**config.mk**
```make
export PLATFORM = sky130hd
export DESIGN_NAME = probe_capture_buffer_flat
export DESIGN_NICKNAME = d
export VERILOG_FILES = /design/src/rtl/probe_capture_buffer_if.sv /design/src/rtl/probe_capture_buffer.sv /design/src/flat_wrapper.sv
export SDC_FILE = /design/constraint.sdc
export NUM_CORES = 1
export LEC_CHECK = 0
export BUFFER_PORTS_ARGS = -buffer_cell sky130_fd_sc_hd__buf_2
export CORE_ASPECT_RATIO = 1.4
export CORE_MARGIN = 5
export CORE_UTILIZATION = 35
export DETAILED_ROUTE_END_ITERATION = 10
export GPL_TIMING_DRIVEN = 0
export SYNTH_ARGS = -nofsm -noshare
export SYNTH_HDL_FRONTEND = slang
export SYNTH_SLANG_ARGS = --single-unit
```
**constraint.sdc**
```tcl
create_clock -name clk -period 3.18 [get_ports clk]
set_input_delay 0.318 -clock clk [delete_from_list [all_inputs] [get_ports clk]]
set_output_delay 0.318 -clock clk [all_outputs]
set_load 0.02 [all_outputs]
```
**src/rtl/probe_capture_buffer_if.sv**
```systemverilog
// Readout stream of the probe capture buffer: valid/ready beats, oldest sample first.
interface probe_capture_buffer_if #(parameter int WIDTH = 8);
  logic             rd_valid;
  logic             rd_ready;
  logic [WIDTH-1:0] rd_data;
  logic             rd_last;

  modport master (output rd_valid, rd_data, rd_last, input rd_ready);
  modport slave  (input rd_valid, rd_data, rd_last, output rd_ready);
endinterface

```
**src/rtl/probe_capture_buffer.sv**
```systemverilog
// Logic-analyzer capture engine: circular sample buffer, pattern/external trigger, pre-trigger window.
// Optional: define PROBE_CAPTURE_EDGE_TRIG_EN for rising-edge trigger sensitivity.
module probe_capture_buffer #(
  parameter int WIDTH    = 8,
  parameter int DEPTH    = 64,
  parameter int PRE_TRIG = DEPTH/2
) (
  input  logic             clk,
  input  logic             rst,
  input  logic             arm,
  input  logic             abort,
  input  logic [WIDTH-1:0] probe,
  input  logic [WIDTH-1:0] trig_mask,
  input  logic [WIDTH-1:0] trig_value,
  input  logic             trig_ext,
  output logic             armed,
  output logic             triggered,
  output logic             done,
  probe_capture_buffer_if.master rd
);
  localparam int ADDR_W   = $clog2(DEPTH);
  localparam int CNT_W    = ADDR_W + 1;
  localparam int POST_CNT = DEPTH - PRE_TRIG - 1;
  localparam logic [CNT_W-1:0]  PRE_LAST  = CNT_W'(PRE_TRIG == 0 ? 0 : PRE_TRIG - 1);
  localparam logic [CNT_W-1:0]  POST_LAST = CNT_W'(POST_CNT == 0 ? 0 : POST_CNT - 1);
  localparam logic [CNT_W-1:0]  BEATS     = CNT_W'(DEPTH);
  localparam logic [ADDR_W-1:0] PRE_OFS   = ADDR_W'(PRE_TRIG);

  typedef enum logic [2:0] {IDLE, PRE, WAIT_TRIG, POST, READOUT} state_t;

  state_t            state, state_nx;
  logic [WIDTH-1:0]  mem [DEPTH];
  logic [ADDR_W-1:0] wptr, rptr, trig_addr;
  logic [CNT_W-1:0]  cnt;
  logic              valid_q, last_q;
  logic [WIDTH-1:0]  data_q;
  logic              pat_match, hit, capturing, load, xfer;

  assign pat_match = (trig_mask != '0) && (((probe ^ trig_value) & trig_mask) == '0);

`ifdef PROBE_CAPTURE_EDGE_TRIG_EN
  logic prev_pat, prev_ext;
  // Pattern history restarts on WAIT_TRIG entry; trig_ext history runs continuously,
  // so an external trigger already high at arm time must drop and rise again.
  always_ff @(posedge clk or posedge rst)
    if (rst) begin
      prev_pat <= 1'b0;
      prev_ext <= 1'b0;
    end else begin
      prev_pat <= (state == WAIT_TRIG) ? pat_match : 1'b0;
      prev_ext <= trig_ext;
    end
  assign hit = (pat_match & ~prev_pat) | (trig_ext & ~prev_ext);
`else
  assign hit = pat_match | trig_ext;
`endif

  assign capturing = (state == PRE) || (state == WAIT_TRIG) || (state == POST);
  assign xfer      = valid_q && rd.rd_ready;
  assign load      = (state == READOUT) && (cnt != BEATS) && (!valid_q || rd.rd_ready);

  assign armed       = (state == PRE) || (state == WAIT_TRIG);
  assign triggered   = (state == POST) || (state == READOUT);
  assign done        = (state == READOUT);
  assign rd.rd_valid = valid_q;
  assign rd.rd_data  = data_q;
  assign rd.rd_last  = last_q;

  always_ff @(posedge clk or posedge rst)
    if (rst) state <= IDLE;
    else     state <= state_nx;

  always_comb begin
    state_nx = state;
    if (abort) state_nx = IDLE;
    else begin
      case (state)
        IDLE:      if (arm) state_nx = (PRE_TRIG == 0) ? WAIT_TRIG : PRE;
        PRE:       if (cnt == PRE_LAST) state_nx = WAIT_TRIG;
        WAIT_TRIG: if (hit) state_nx = (POST_CNT == 0) ? READOUT : POST;
        POST:      if (cnt == POST_LAST) state_nx = READOUT;
        READOUT:   if (xfer && last_q) state_nx = IDLE;
        default:   state_nx = IDLE;
      endcase
    end
  end

  always_ff @(posedge clk)
    if (capturing) mem[wptr] <= probe;

  always_ff @(posedge clk or posedge rst) begin
    if (rst) begin
      wptr      <= '0;
      rptr      <= '0;
      trig_addr <= '0;
      cnt       <= '0;
      valid_q   <= 1'b0;
      last_q    <= 1'b0;
      data_q    <= '0;
    end else if (abort) begin
      cnt     <= '0;
      valid_q <= 1'b0;
      last_q  <= 1'b0;
    end else begin
      case (state)
        IDLE: if (arm) begin
          wptr <= '0;
          cnt  <= '0;
        end
        PRE, POST: begin
          wptr <= wptr + ADDR_W'(1);
          cnt  <= (state_nx == state) ? cnt + CNT_W'(1) : '0;
        end
        WAIT_TRIG: begin
          wptr <= wptr + ADDR_W'(1);
          if (hit) begin
            trig_addr <= wptr;
            cnt       <= '0;
          end
        end
        READOUT: begin
          if (load) begin
            data_q  <= mem[rptr];
            rptr    <= rptr + ADDR_W'(1);
            cnt     <= cnt + CNT_W'(1);
            valid_q <= 1'b1;
            last_q  <= (cnt == BEATS - CNT_W'(1));
          end else if (xfer) begin
            valid_q <= 1'b0;
            last_q  <= 1'b0;
          end
        end
        default: ;
      endcase
      // Oldest sample of the window sits PRE_TRIG slots behind the trigger sample.
      if (state_nx == READOUT && state != READOUT)
        rptr <= ((state == WAIT_TRIG) ? wptr : trig_addr) - PRE_OFS;
    end
  end
endmodule

```
**src/flat_wrapper.sv**
```systemverilog
// flat-port wrapper written by rule: the top's interface ports become plain ports
module probe_capture_buffer_flat 
#(
  parameter int WIDTH    = 8,
  parameter int DEPTH    = 64,
  parameter int PRE_TRIG = DEPTH/2
)
  (clk, rst, arm, abort, probe, trig_mask, trig_value, trig_ext, armed, triggered, done, rd_rd_valid, rd_rd_data, rd_rd_last, rd_rd_ready);
  probe_capture_buffer_if #(.WIDTH(WIDTH)) rd_i ();
  input  logic clk;
  input  logic rst;
  input  logic arm;
  input  logic abort;
  input  logic [WIDTH-1:0] probe;
  input  logic [WIDTH-1:0] trig_mask;
  input  logic [WIDTH-1:0] trig_value;
  input  logic trig_ext;
  output logic armed;
  output logic triggered;
  output logic done;
  output wire logic [$bits(rd_i.rd_valid)-1:0] rd_rd_valid;
  output wire logic [$bits(rd_i.rd_data)-1:0] rd_rd_data;
  output wire logic [$bits(rd_i.rd_last)-1:0] rd_rd_last;
  input wire logic [$bits(rd_i.rd_ready)-1:0] rd_rd_ready;
  assign rd_rd_valid = rd_i.rd_valid;
  assign rd_rd_data = rd_i.rd_data;
  assign rd_rd_last = rd_i.rd_last;
  assign rd_i.rd_ready = rd_rd_ready;
  probe_capture_buffer #(.WIDTH(WIDTH), .DEPTH(DEPTH), .PRE_TRIG(PRE_TRIG)) u_core (.clk(clk), .rst(rst), .arm(arm), .abort(abort), .probe(probe), .trig_mask(trig_mask), .trig_value(trig_value), .trig_ext(trig_ext), .armed(armed), .triggered(triggered), .done(done), .rd(rd_i));
endmodule
```
* After elaboration in Yosys (flattened, before gate mapping)
Memory sizes are Yosys's and may differ from the RTL's. A register that Yosys moved wholly into a read port is not among the register bits.
Cells that the tools add are included.
Widths: inputs -> output; s select.
** Storage, ports and cells
- RAM bits :: 512
- Bits in read-only memories :: 0
- Output and inout port bits :: 13
- Bits in latches :: 0
- Input port bits :: 30
- Bits in registers :: 30
- Logic and storage cells :: 87
- Memories kept :: 1
** Cells by class
- $add $sub $neg :: 4
- Bitwise operators :: 4
- Divide/modulo/power cells :: 0
- Reduce and logical (&&, ||, !) cells :: 28
- Shifts and indexed selects :: 0
- Multiplexer cells :: 28
- Multiply operators :: 0
- Order comparisons :: 0
- Equal/unequal tests :: 15
** Memory list
- u_core.mem :: depth 64, bits a word 8, rd ports 1, clocked after memory_dff 1, wr ports 1, RTL line probe_capture_buffer.sv:32 : logic [WIDTH-1:0] mem [DEPTH];
** Operators by type and width (number)
- $mux 7 :: 5
- $mux 6 :: 5
- $pmux 7 s4 :: 1
- $mux 3 :: 6
- $pmux 3 s5 :: 1
- $eq 7x5->1 const B :: 2
- $add 6x1->6 const B :: 2
- $pmux 6 s2 :: 1
- $reduce_and 3->1 :: 4
- $mux 1 :: 9
- $and 8x8->8 :: 1
- $logic_not 8->1 :: 1
- $reduce_bool 2->1 :: 4
- $reduce_bool 8->1 :: 1
- $xor 8x8->8 :: 1
- $add 7x1->7 const B :: 1
- $eq 7x6->1 const B :: 1
- $ne 7x7->1 const B :: 1
- $eq 3x2->1 const B :: 2
- $eq 3x3->1 const B :: 2
- $logic_and 1x1->1 :: 6
- $ne 3x2->1 const B :: 2
- $ne 3x3->1 const B :: 2
- $sub 6x6->6 const B :: 1
- other kinds (14) :: 17

* Depth between registers and ports, before layout
Gate-level depths: netlist (run 1).
- Depth after elaboration :: 12
- Mapped depth :: 9
- Gate-level depth less buffers :: 7

* Worst setup path after synthesis (run 1)
Ideal clock, no wire load.
- Kind :: flip-flop to flip-flop
- From :: register u_core.cnt[0]
- To :: register u_core.cnt[3]
- Data arrival time :: 2.033 ns
- Period minus slack after synthesis :: 2.134 ns
- Path buffers :: 0
- Cell stages (with the launch flop) :: 8
- Data required time :: 3.079 ns
- Slack :: 1.046 ns
- Setup time :: 0.101 ns
- Path through :: dfrtp_1 -> inv_1 -> ha_1 -> nand2b_1 -> nor2_1 -> o311ai_1 -> o211ai_2 -> o32ai_1
** On the way
- Cells in the longest elaborated chain, start to end :: 8
- Elaborated cells on any way between the ends :: 17
- Those cells by class :: add/sub (1); eq/ne (5); mux (8); reduce/logical (3)
** Ends and longest elaborated chain
- start: declaration :: RTL line probe_capture_buffer.sv:34 : logic [CNT_W-1:0] cnt;
- start signal: assignment :: RTL line probe_capture_buffer.sv:112 : cnt <= (state_nx == state) ? cnt + CNT_W'(1) : '0;
- start signal: assignment :: RTL line probe_capture_buffer.sv:125 : cnt <= cnt + CNT_W'(1);
- $eq 7x5->1, on equally long branches :: RTL line probe_capture_buffer.sv:81, probe_capture_buffer.sv:79
- $mux 3, on equally long branches :: RTL line probe_capture_buffer.sv:81, probe_capture_buffer.sv:79
- $pmux 3 s5 :: RTL line probe_capture_buffer.sv:77 : case (state)
- $mux 3 :: RTL line probe_capture_buffer.sv:75 : if (abort) state_nx = IDLE;
- $eq 3x3->1 :: RTL line probe_capture_buffer.sv:112
- $mux 7 :: RTL line probe_capture_buffer.sv:112
- $pmux 7 s4 :: RTL line probe_capture_buffer.sv:105 : case (state)
- $mux 7 :: RTL line probe_capture_buffer.sv:100 : end else if (abort) begin
Several ways; a longest one is shown, not always the timed one. The select of a mux whose other input is x is not followed.
A chain may end at the register's enable or synchronous reset.

==> results.toml, run 1 <==
[worst_setup_path]
rr_startpoint = "u_core.rptr[3]"
critPathMaxFanout = 10
end_kind = "flip-flop"
crit_arrival_ns = 3.61
cp_top_family = "buffers and inverters"
rr_endpoint = "u_core.rd.rd_data[2]"
cp.required_ns = 3.62
crit_path_cell_trace = "clkbuf_1, clkdlybuf4s15_1, mux2i_1, o21ai_0, nor3_1, a31oi_1"
worstSetupStartpointType = "flip-flop"
r2r_slack_ns = 0.01
ff2ff_path_depth = 6
critical_path.slowest_cell = "clkdlybuf4s15_1"
cp_slowest_stage_delay_ns = 0.93
path_buf_inv = 2
critPathKind = "flip-flop to flip-flop"

[clock_network]
cts_buffers = 48
cts_tree = "yes"
root_buffer = "clkbuf_16"
clock_sinks = 550
clk_latency_ns = 0.57
clk_path_buf_depth = 3
cts_max_level = 2
clk_pin_slew_worst_paths_ns = 0.06
post_cts_buffers = 0

[timing]
hold_violations = 0
clock_skew_ns = 0.01417
fin_crit_sh_pct = 99.67
worstMarginPinSlew_ns = 1.346
tns_ns = 0
rsz0062_at_grt = "no"
max_slew_margin_pct = 10.26
fmax_mhz = 315.5
slew_viol_final = 0
worst_slack_ns = 0.01041
fin_crit_ns = 3.170
setup_violations = 0

[global_route]
grt_pass1_vias = 12480
antenna_found_initial = 0
grt_pass1_wl_mm = 85.78
grt_max_degree = 66
grt.overflow.total = 0
grt_usage_pct = 16.95

[route]
drtAntennaViolNets = 0
drt_wl_total_mm = 59.56
drtIter0Drc = 1366
drt_first_pass_iters = 5
via_per_inst = 5.470
via_count = 12050
drcViolationCount = 0
wl_per_cell_um = 27.03

[layout]
nNetsFinal = 1371
antenna_cells = 0
layout_commonest_cell = "edfxtp_1"
syn_to_final_growth_pct = 12.61
final_util_pct = 39.75
post_route_cells_drive_above_1_share_pct = 19.33
finalNonFillerCells = 2203
most-common-layout-cells = "512 x edfxtp_1, 103 x nor2_1, 94 x mux4_2, 75 x mux2i_1, 62 x buf_2"

[synth]
synthesis.area_um2 = 22290
synth_ff_type = "edfxtp_1"
synth_edf_count = 512
ys_async_sr_fraction_pct = 6.909
synth.area.top_cells = "edfxtp_1 69%, mux4_2 9.5%, dfrtp_1 4.3%"
syn_nets = 1277
ys_ff_latch = 550
postSynthAreaPerCell_um2 = 17.94
synthCells = 1242
yosysTopAreaCellShare_pct = 68.98
synth_cell_types = 63
seq_area_frac_synth_pct = 73.25
synth_warnings = 0
synth_area_leader_cell = "edfxtp_1"

[power_and_ir_drop]
power_density_nw_per_um2 = 579.9
total_power_mw = 14.55
p_leak_nw = 7.994
peakVddDrop_v = 0.0005217

[placement]
hpwl_mm = 40.16
gp_congestion = 0.8795
numPlacedInstances = 2117
io_buffers = 42
dp_slack_ns = -0.3405

[hold_path]
min_from = "rd_rd_ready"
whs_endpoint = "u_core.rd.rd_valid"
min_path_cells = 4
hold_path_class = "input port to flip-flop"

[flow_run]
maxCapViolCount = 0

[floorplanning]
row_count = 109
die_area_um2 = 68900
coreArea_um2 = 63140
initial_core_util_pct = 35.30
die_h_um = 308.6
io_pins = 43
die_w_um = 223.3

[run_status]
status = "finished clean"
==> per-layer routing <==
metal	GRT usage, %	wire [µm]	vias up
li1	-	-	5197
met1	20.18	22240	6289
met2	30.61	31210	440
met3	2.525	3229	124
met4	7.383	2879	0
met5	0	0	-
==> Yosys cell counts (all sizes together), types with 2 or more instances <==
master   number
nand2        37
a211oi       15
nand3        17
a22o          5
and4          3
a2111oi       7
a21oi        25
nand3b       10
xor2         12
a41oi         4
o211ai        3
nor3         12
mux2i        75
and2          3
o22ai        21
or2           3
nand2b        8
and3          9
dfrtp        38
inv          13
or4           2
a22oi        17
or3b          6
nor4          5
edfxtp      512
mux4         94
nor2b        16
o22a          3
o311ai        2
o21ai        10
a221oi       14
ha            5
a31oi         9
buf          38
mux2         17
nand4b        2
o32ai         5
or3          10
clkbuf       34
o2111ai       2
nor2        103
nand4         5
==> through the flow <==
stage                     instance area [µm²]  hold WS (ns)
after floorplan                         22290        0.4169
after global placement                  23540        0.4934
after detailed placement                23550        0.4941
after CTS                               25080       0.07796
after global routing                    25100        0.1238
final                                   25100       0.09528
==> where the power goes <==
| part | total, mW | switching [mW] | internal [mW] |
|---|---|---|---|
| Clock | 5.70 | 2.57 | 3.13 |
| Combinational | 0.871 | 0.593 | 0.278 |
| Sequential | 7.98 | 0.0270 | 7.95 |
==> worst register-to-register path, delay by kind of cell, from the launching register on <==
| kind | cells | cell delay, ns |
|---|---|---|
| buffers and inverters | 2 | 1.32 |
| multiplexers | 1 | 0.53 |
| flip-flops | 1 | 0.47 |
| AO/OA/AOI/OAI | 2 | 0.39 |
| AND/OR/NAND/NOR | 1 | 0.34 |
==> worst max path at each step <==
stage,to,startpoint,slack (ns),depth (start not counted)
after floorplan,u_core.cnt[3],u_core.cnt[0],1.05,7
after global placement,u_core.rd.rd_data[2],u_core.rptr[1],-0.33,7
after detailed placement,u_core.rd.rd_data[1],u_core.rptr[1],-0.34,7
after CTS,u_core.rd.rd_data[2],u_core.rptr[1],0.00007,7
after global routing,u_core.rd.rd_data[3],u_core.rptr[1],0.005,7
final,u_core.rd.rd_data[2],u_core.rptr[3],0.01,6
==> cell type report <==
cell class                 count  area, µm²
tap                          832       1041
clock buffer                  55       1249
timing repair buffer          44      232.7
inverter                      13      48.80
buffer                        72      357.8
clock inverter                30      242.7
fill                        5651      38050
sequential                   550      16330
multi-input combinational    607       5602
==> state kept, by name (all words and copies together), names as in the netlist <==
register / count
u_core.rd.rd_data: 8
u_core.trig_addr: 6
u_core.cnt: 7
u_core.wptr: 6
u_core.rptr: 6
u_core.state: 3
u_core.mem: 512
u_core.rd.rd_valid: 1
u_core.rd.rd_last: 1
==> timing repair <==
item / in CTS / in global routing
cloned: 0 / 0
endpoints found under the hold margin: 38 / 0
gates resized for setup: 8 / 3
pin swaps: 0 / 0
endpoints found under the setup margin: 5 / 1
hold buffers: 1 / 0
==> cell families after synthesis <==
| group | Yosys count | share of synthesized area (%) |
|---|---|---|
| DFF | 550 | 73.25 |
| and+or+nand+nor | 253 | 5.580 |
| muxes | 186 | 13.83 |
| AOI/OAI and AO/OA | 150 | 4.879 |
| buffers and inverters | 85 | 1.673 |
| xor gates and xnor gates | 13 | 0.5109 |
| adders and majority gates | 5 | 0.2807 |
(Power assumes the default switching activity.)
==> run 2: changes to the inputs <==
CORE_ASPECT_RATIO = 1.5   (was 1.4)
==> results.toml, run 2 (same netlist as run 1, synthesis figures left out) <==
[power_and_ir_drop]
p_comb_share_pct = 5.9
power_density_nw_per_um2 = 594.3
intPower_mw = 11.74
clock_power_share_pct = 40.8
seqPwrFrac_pct = 53.3
p_leak_nw = 8.050
swShare_pct = 21.61
p_switching_mw = 3.235
peakVddDrop_v = 0.0005083

[worst_setup_path]
rr_endpoint = "u_core.rd.rd_data[4]"
critPathMaxFanout = 10
ff2ff_path_depth = 7
rr_startpoint = "u_core.rptr[1]"
cp_slowest_stage_delay_ns = 0.71
path_buf_inv = 2
critPathKind = "flip-flop to flip-flop"
r2r_slack_ns = 0.07
end_kind = "flip-flop"
crit_arrival_ns = 3.60
crit_path_cell_trace = "buf_1, clkbuf_2, mux4_2, o22ai_1, a211oi_1, nand2_1, a41oi_1"
worstSetupStartpointType = "flip-flop"
critical_path.slowest_cell = "buf_1"
cp.required_ns = 3.67
cp_top_family = "buffers and inverters"

[floorplanning]
initial_core_util_pct = 35.27
die_area_um2 = 68930
die_h_um = 319.1
row_count = 113
die_w_um = 216.0
coreArea_um2 = 63200
io_pins = 43

[route]
drtAntennaViolNets = 0
drcViolationCount = 0
via_per_inst = 5.547
drt_wl_total_mm = 59.70
via_count = 12090
drt_first_pass_iters = 5
drtIter0Drc = 1121
wl_per_cell_um = 27.40

[global_route]
grt_pass1_vias = 12680
grt.overflow.total = 0
antenna_found_initial = 0
grt_pass1_wl_mm = 86.26
grt_usage_pct = 17.01
grt_max_degree = 66

[layout]
most-common-layout-cells = "512 x edfxtp_1, 103 x nor2_1, 94 x mux4_2, 75 x mux2i_1, 63 x buf_2"
post_route_cells_drive_above_1_share_pct = 19.58
antenna_cells = 0
nNetsFinal = 1371
fillers = 5606
layout_commonest_cell = "edfxtp_1"
syn_to_final_growth_pct = 13.04
regMostFlops = "u_core.mem"
largest_reg_flops = 512

[timing]
worstMarginPinSlew_ns = 1.408
max_slew_margin_pct = 6.139
fin_crit_sh_pct = 97.78
tns_ns = 0
fin_crit_ns = 3.109
setup_violations = 0
slew_viol_final = 0
fmax_mhz = 321.6
worst_slack_ns = 0.07063
hold_violations = 0
rsz0062_at_grt = "no"
clock_skew_ns = 0.01933

[clock_network]
cts_tree = "yes"
clk_pin_slew_worst_paths_ns = 0.07
clock_sinks = 550
clk_path_buf_depth = 3
clk_latency_ns = 0.58
cts_max_level = 2
root_buffer = "clkbuf_16"
cts_buffers = 49

[hold_path]
min_from = "rd_rd_ready"
hold_path_class = "input port to flip-flop"
whs_endpoint = "u_core.rd.rd_valid"
min_path_cells = 4

[placement]
io_buffers = 42
dp_slack_ns = -0.3422
gp_congestion = 0.9246
hpwl_mm = 40.50

[flow_run]
maxCapViolCount = 0

[run_status]
status = "finished clean"
## run 2: worst max-delay path by stage
stage / startpoint / end / slack [ns] / cells past startpoint
floorplan: u_core.cnt[0] / u_core.cnt[3] / 1.05 / 7
global placement: u_core.rptr[1] / u_core.rd.rd_data[4] / -0.27 / 7
detailed placement: u_core.rptr[1] / u_core.rd.rd_data[4] / -0.34 / 7
CTS: u_core.rptr[1] / u_core.rd.rd_data[2] / 0.001 / 7
global route: u_core.rptr[1] / u_core.rd.rd_data[3] / 0.001 / 7
finish: u_core.rptr[1] / u_core.rd.rd_data[4] / 0.07 / 7
## run 2: power groups by stage
stage	sequential (mW)	clock [mW]	combinational (mW)
global route	7.98	6.51	0.930
floorplan	8.13	0	0.467
detailed placement	8.14	0	0.878
finish	7.98	6.12	0.878
CTS	7.98	6.22	0.883
global placement	8.13	0	0.861
## run 2: per-stage QoR
stage	hold slack (ns)	util (%)	power [mW]	area, µm²	instances
after floorplan	0.4169	-	8.594	22290	1242
after global placement	0.4943	37.19	8.995	23510	2089
after detailed placement	0.4989	37.19	9.014	23510	2089
after CTS	0.05188	39.84	15.08	25180	2179
after global routing	0.08908	39.86	15.42	25190	2179
final	0.08241	39.86	14.97	25190	2179
## run 2: final cells by class
class                   count  area [µm²]  share of cell area [%]
inverters                  13       48.80                  0.1937
clock buffers              71        1413                   5.607
clock inverters            18       240.2                  0.9536
flip-flops and latches    550       16330                   64.80
repair buffers             43       222.7                  0.8840
well taps                 805        1007                   3.998
multi-input cells         607        5603                   22.24
plain buffers              72       332.8                   1.321
## run 2: repair_timing
| item | 4_1_cts | 5_1_grt |
|---|---|---|
| setup buffers | 0 | 0 |
| setup endpoints to repair | 6 | 4 |
| endpoints found under the hold margin | 38 | 0 |
| hold buffers | 1 | 0 |
| gates resized for setup | 5 | 6 |
## run 2: worst reg2reg max path, stage by stage (launching register included)
cell      delay, ns
dfrtp_1        0.45
buf_1          0.71
clkbuf_2       0.57
mux4_2         0.32
o22ai_1        0.09
a211oi_1       0.48
nand2_1        0.20
a41oi_1        0.22
## run 2: metal layers
metal | track usage, % | vias to the layer above | routed length [µm]
met4 | 8.399 | 0 | 3280
met1 | 19.68 | 6266 | 21870
met2 | 30.62 | 472 | 31110
li1 | - | 5196 | -
met3 | 2.695 | 152 | 3443
met5 | 0 | - | 0
==> run 3: changes to the inputs <==
CORE_MARGIN = 2   (was 5)
clock period = 3.6 ns   (was 3.18 ns; I/O delays follow)
==> results.toml, run 3 (same netlist as run 1, synthesis figures left out) <==
[power_and_ir_drop]
total_power_mw = 13.02
intPower_mw = 10.20
p_leak_nw = 7.994
seqPwrFrac_pct = 54.1
p_switching_mw = 2.825
power_density_nw_per_um2 = 519.3
p_comb_share_pct = 5.9
clock_power_share_pct = 39.9
swShare_pct = 21.69
peakVddDrop_v = 0.0003269

[layout]
fillers = 5629
syn_to_final_growth_pct = 12.53
most-common-layout-cells = "512 x edfxtp_1, 103 x nor2_1, 94 x mux4_2, 75 x mux2i_1, 63 x buf_2"
stdcell_area_um2 = 25080
regMostFlops = "u_core.mem"
finalNonFillerCells = 2176
largest_reg_flops = 512
nNetsFinal = 1370
multi_input_area_um2 = 5589
layout_commonest_cell = "edfxtp_1"
register_area_um2 = 16330
final_util_pct = 39.68
post_route_cells_drive_above_1_share_pct = 19.33
antenna_cells = 0

[route]
drcViolationCount = 0
drt_wl_total_mm = 59.43
drtIter0Drc = 1295
wl_per_cell_um = 27.31
via_per_inst = 5.568
drt_first_pass_iters = 5
via_count = 12120
drtAntennaViolNets = 0

[worst_setup_path]
critPathKind = "flip-flop to flip-flop"
end_kind = "flip-flop"
crit_arrival_ns = 4.11
path_buf_inv = 2
cp.required_ns = 4.10
worstSetupStartpointType = "flip-flop"
critPathMaxFanout = 10
cp_top_family = "compound AO/OA/AOI/OAI gates"
critical_path.slowest_cell = "a2111oi_0"
cp_slowest_stage_delay_ns = 1.05
crit_path_cell_trace = "buf_2, buf_1, mux4_2, o22ai_1, a2111oi_0, nand2_1, a31oi_1"

[timing]
fin_crit_sh_pct = 100.2
fmax_mhz = 277.3
setup_violations = 1
hold_violations = 0
worstMarginPinSlew_ns = 1.383
clock_skew_ns = 0.02188
worst_slack_ns = -0.006763
max_slew_margin_pct = 7.815
fin_crit_ns = 3.607
slew_viol_final = 0
rsz0062_at_grt = "no"

[run_status]
status = "finished, violations left"
violations = "setup timing"

[clock_network]
root_buffer = "clkbuf_16"
clock_sinks = 550
cts_buffers = 48
clk_pin_slew_worst_paths_ns = 0.07
cts_max_level = 2
cts-resized-gates = 0
clk_path_buf_depth = 3
clk_latency_ns = 0.58
cts_tree = "yes"

[global_route]
grt_pass1_vias = 12490
grt_max_degree = 66
grt.overflow.total = 0
grt_usage_pct = 18.07
grt_pass1_wl_mm = 85.86
antenna_found_initial = 0

[placement]
hpwl_mm = 40.32
numPlacedInstances = 2089
placed_area_um2 = 23510
gp_congestion = 0.8995
io_buffers = 42

[floorplanning]
io_pins = 43
die_area_um2 = 65760
initial_core_util_pct = 35.27
die_w_um = 210.0
die_h_um = 313.1
row_count = 113
coreArea_um2 = 63200

[hold_path]
hold_path_class = "input port to flip-flop"

[flow_run]
maxCapViolCount = 0
-- run 3: cell types whose count changed in the layout (fill, tap and decap cells not counted), moves of 2 or more --
cell,before,now
a2111oi_2,2,0
clkinvlp_4,1,4
clkbuf_2,2,0
clkbuf_1,46,42
clkinv_4,3,0
clkbuf_16,52,49
a2111oi_0,4,7
clkinv_1,3,7
clkinv_2,4,9
-- run 3: worst paths after layout --
check                               startpoint                    to  slack [ns]  cells after the start
max                             u_core.rptr[1]  u_core.rd.rd_data[2]      -0.007                      7
min                                rd_rd_ready    u_core.rd.rd_valid        0.16                      4
max reg2reg                     u_core.rptr[1]  u_core.rd.rd_data[2]      -0.007                      7
min reg2reg                u_core.trig_addr[1]   u_core.trig_addr[1]        0.53                      1
max in group asynchronous                  rst        u_core.rptr[2]        2.50                      3
min in group asynchronous                  rst    u_core.rd.rd_valid        0.53                      3
-- run 3: layout make-up --
type                       count  area share, %
clock buffer                  61          5.228
sequential                   550          65.09
timing repair buffer          43         0.8880
clock inverter                25          1.003
tap                          805          4.016
multi-input combinational    607          22.28
inverter                      13         0.1946
buffer                        72          1.292
-- run 3: worst min-delay path: cells and delay by family --
kind,cells,cell delay [ns]
compound gates,1,0.06
buf+inv,1,0.12
simple gates,2,0.14
-- run 3: power groups by stage --
stage | sequential [mW] | combinational, mW | clock, mW
floorplan | 7.18 | 0.412 | 0
global placement | 7.18 | 0.760 | 0
detailed placement | 7.19 | 0.775 | 0
CTS | 7.05 | 0.778 | 5.28
global route | 7.05 | 0.816 | 5.50
finish | 7.05 | 0.774 | 5.20
-- run 3: metal layers --
| metal | up-vias | global-route usage, % | wire length, µm |
|---|---|---|---|
| met1 | 6260 | 20.87 | 21730 |
| met4 | 0 | 7.898 | 2679 |
| met3 | 137 | 2.294 | 3313 |
| met2 | 522 | 33.46 | 31700 |
| li1 | 5197 | - | - |
| met5 | - | 0 | 0 |
-- run 3: timing repair --
| item | 4_1_cts | 5_1_grt |
|---|---|---|
| setup buffers | 0 | 0 |
| endpoints found under the setup margin | 0 | 0 |
| endpoints found under the hold margin | 7 | 0 |
| hold buffers | 1 | 0 |
-- run 3: through the flow --
stage	setup WS (ns)	hold slack, ns	setup TNS (ns)
detailed placement	0.07887	0.4961	0
global route	0.03569	0.1761	0
finish	-0.006763	0.1565	-0.006763
floorplan	1.440	0.4589	0
global placement	0.1504	0.4947	0
CTS	0.1027	0.1320	0
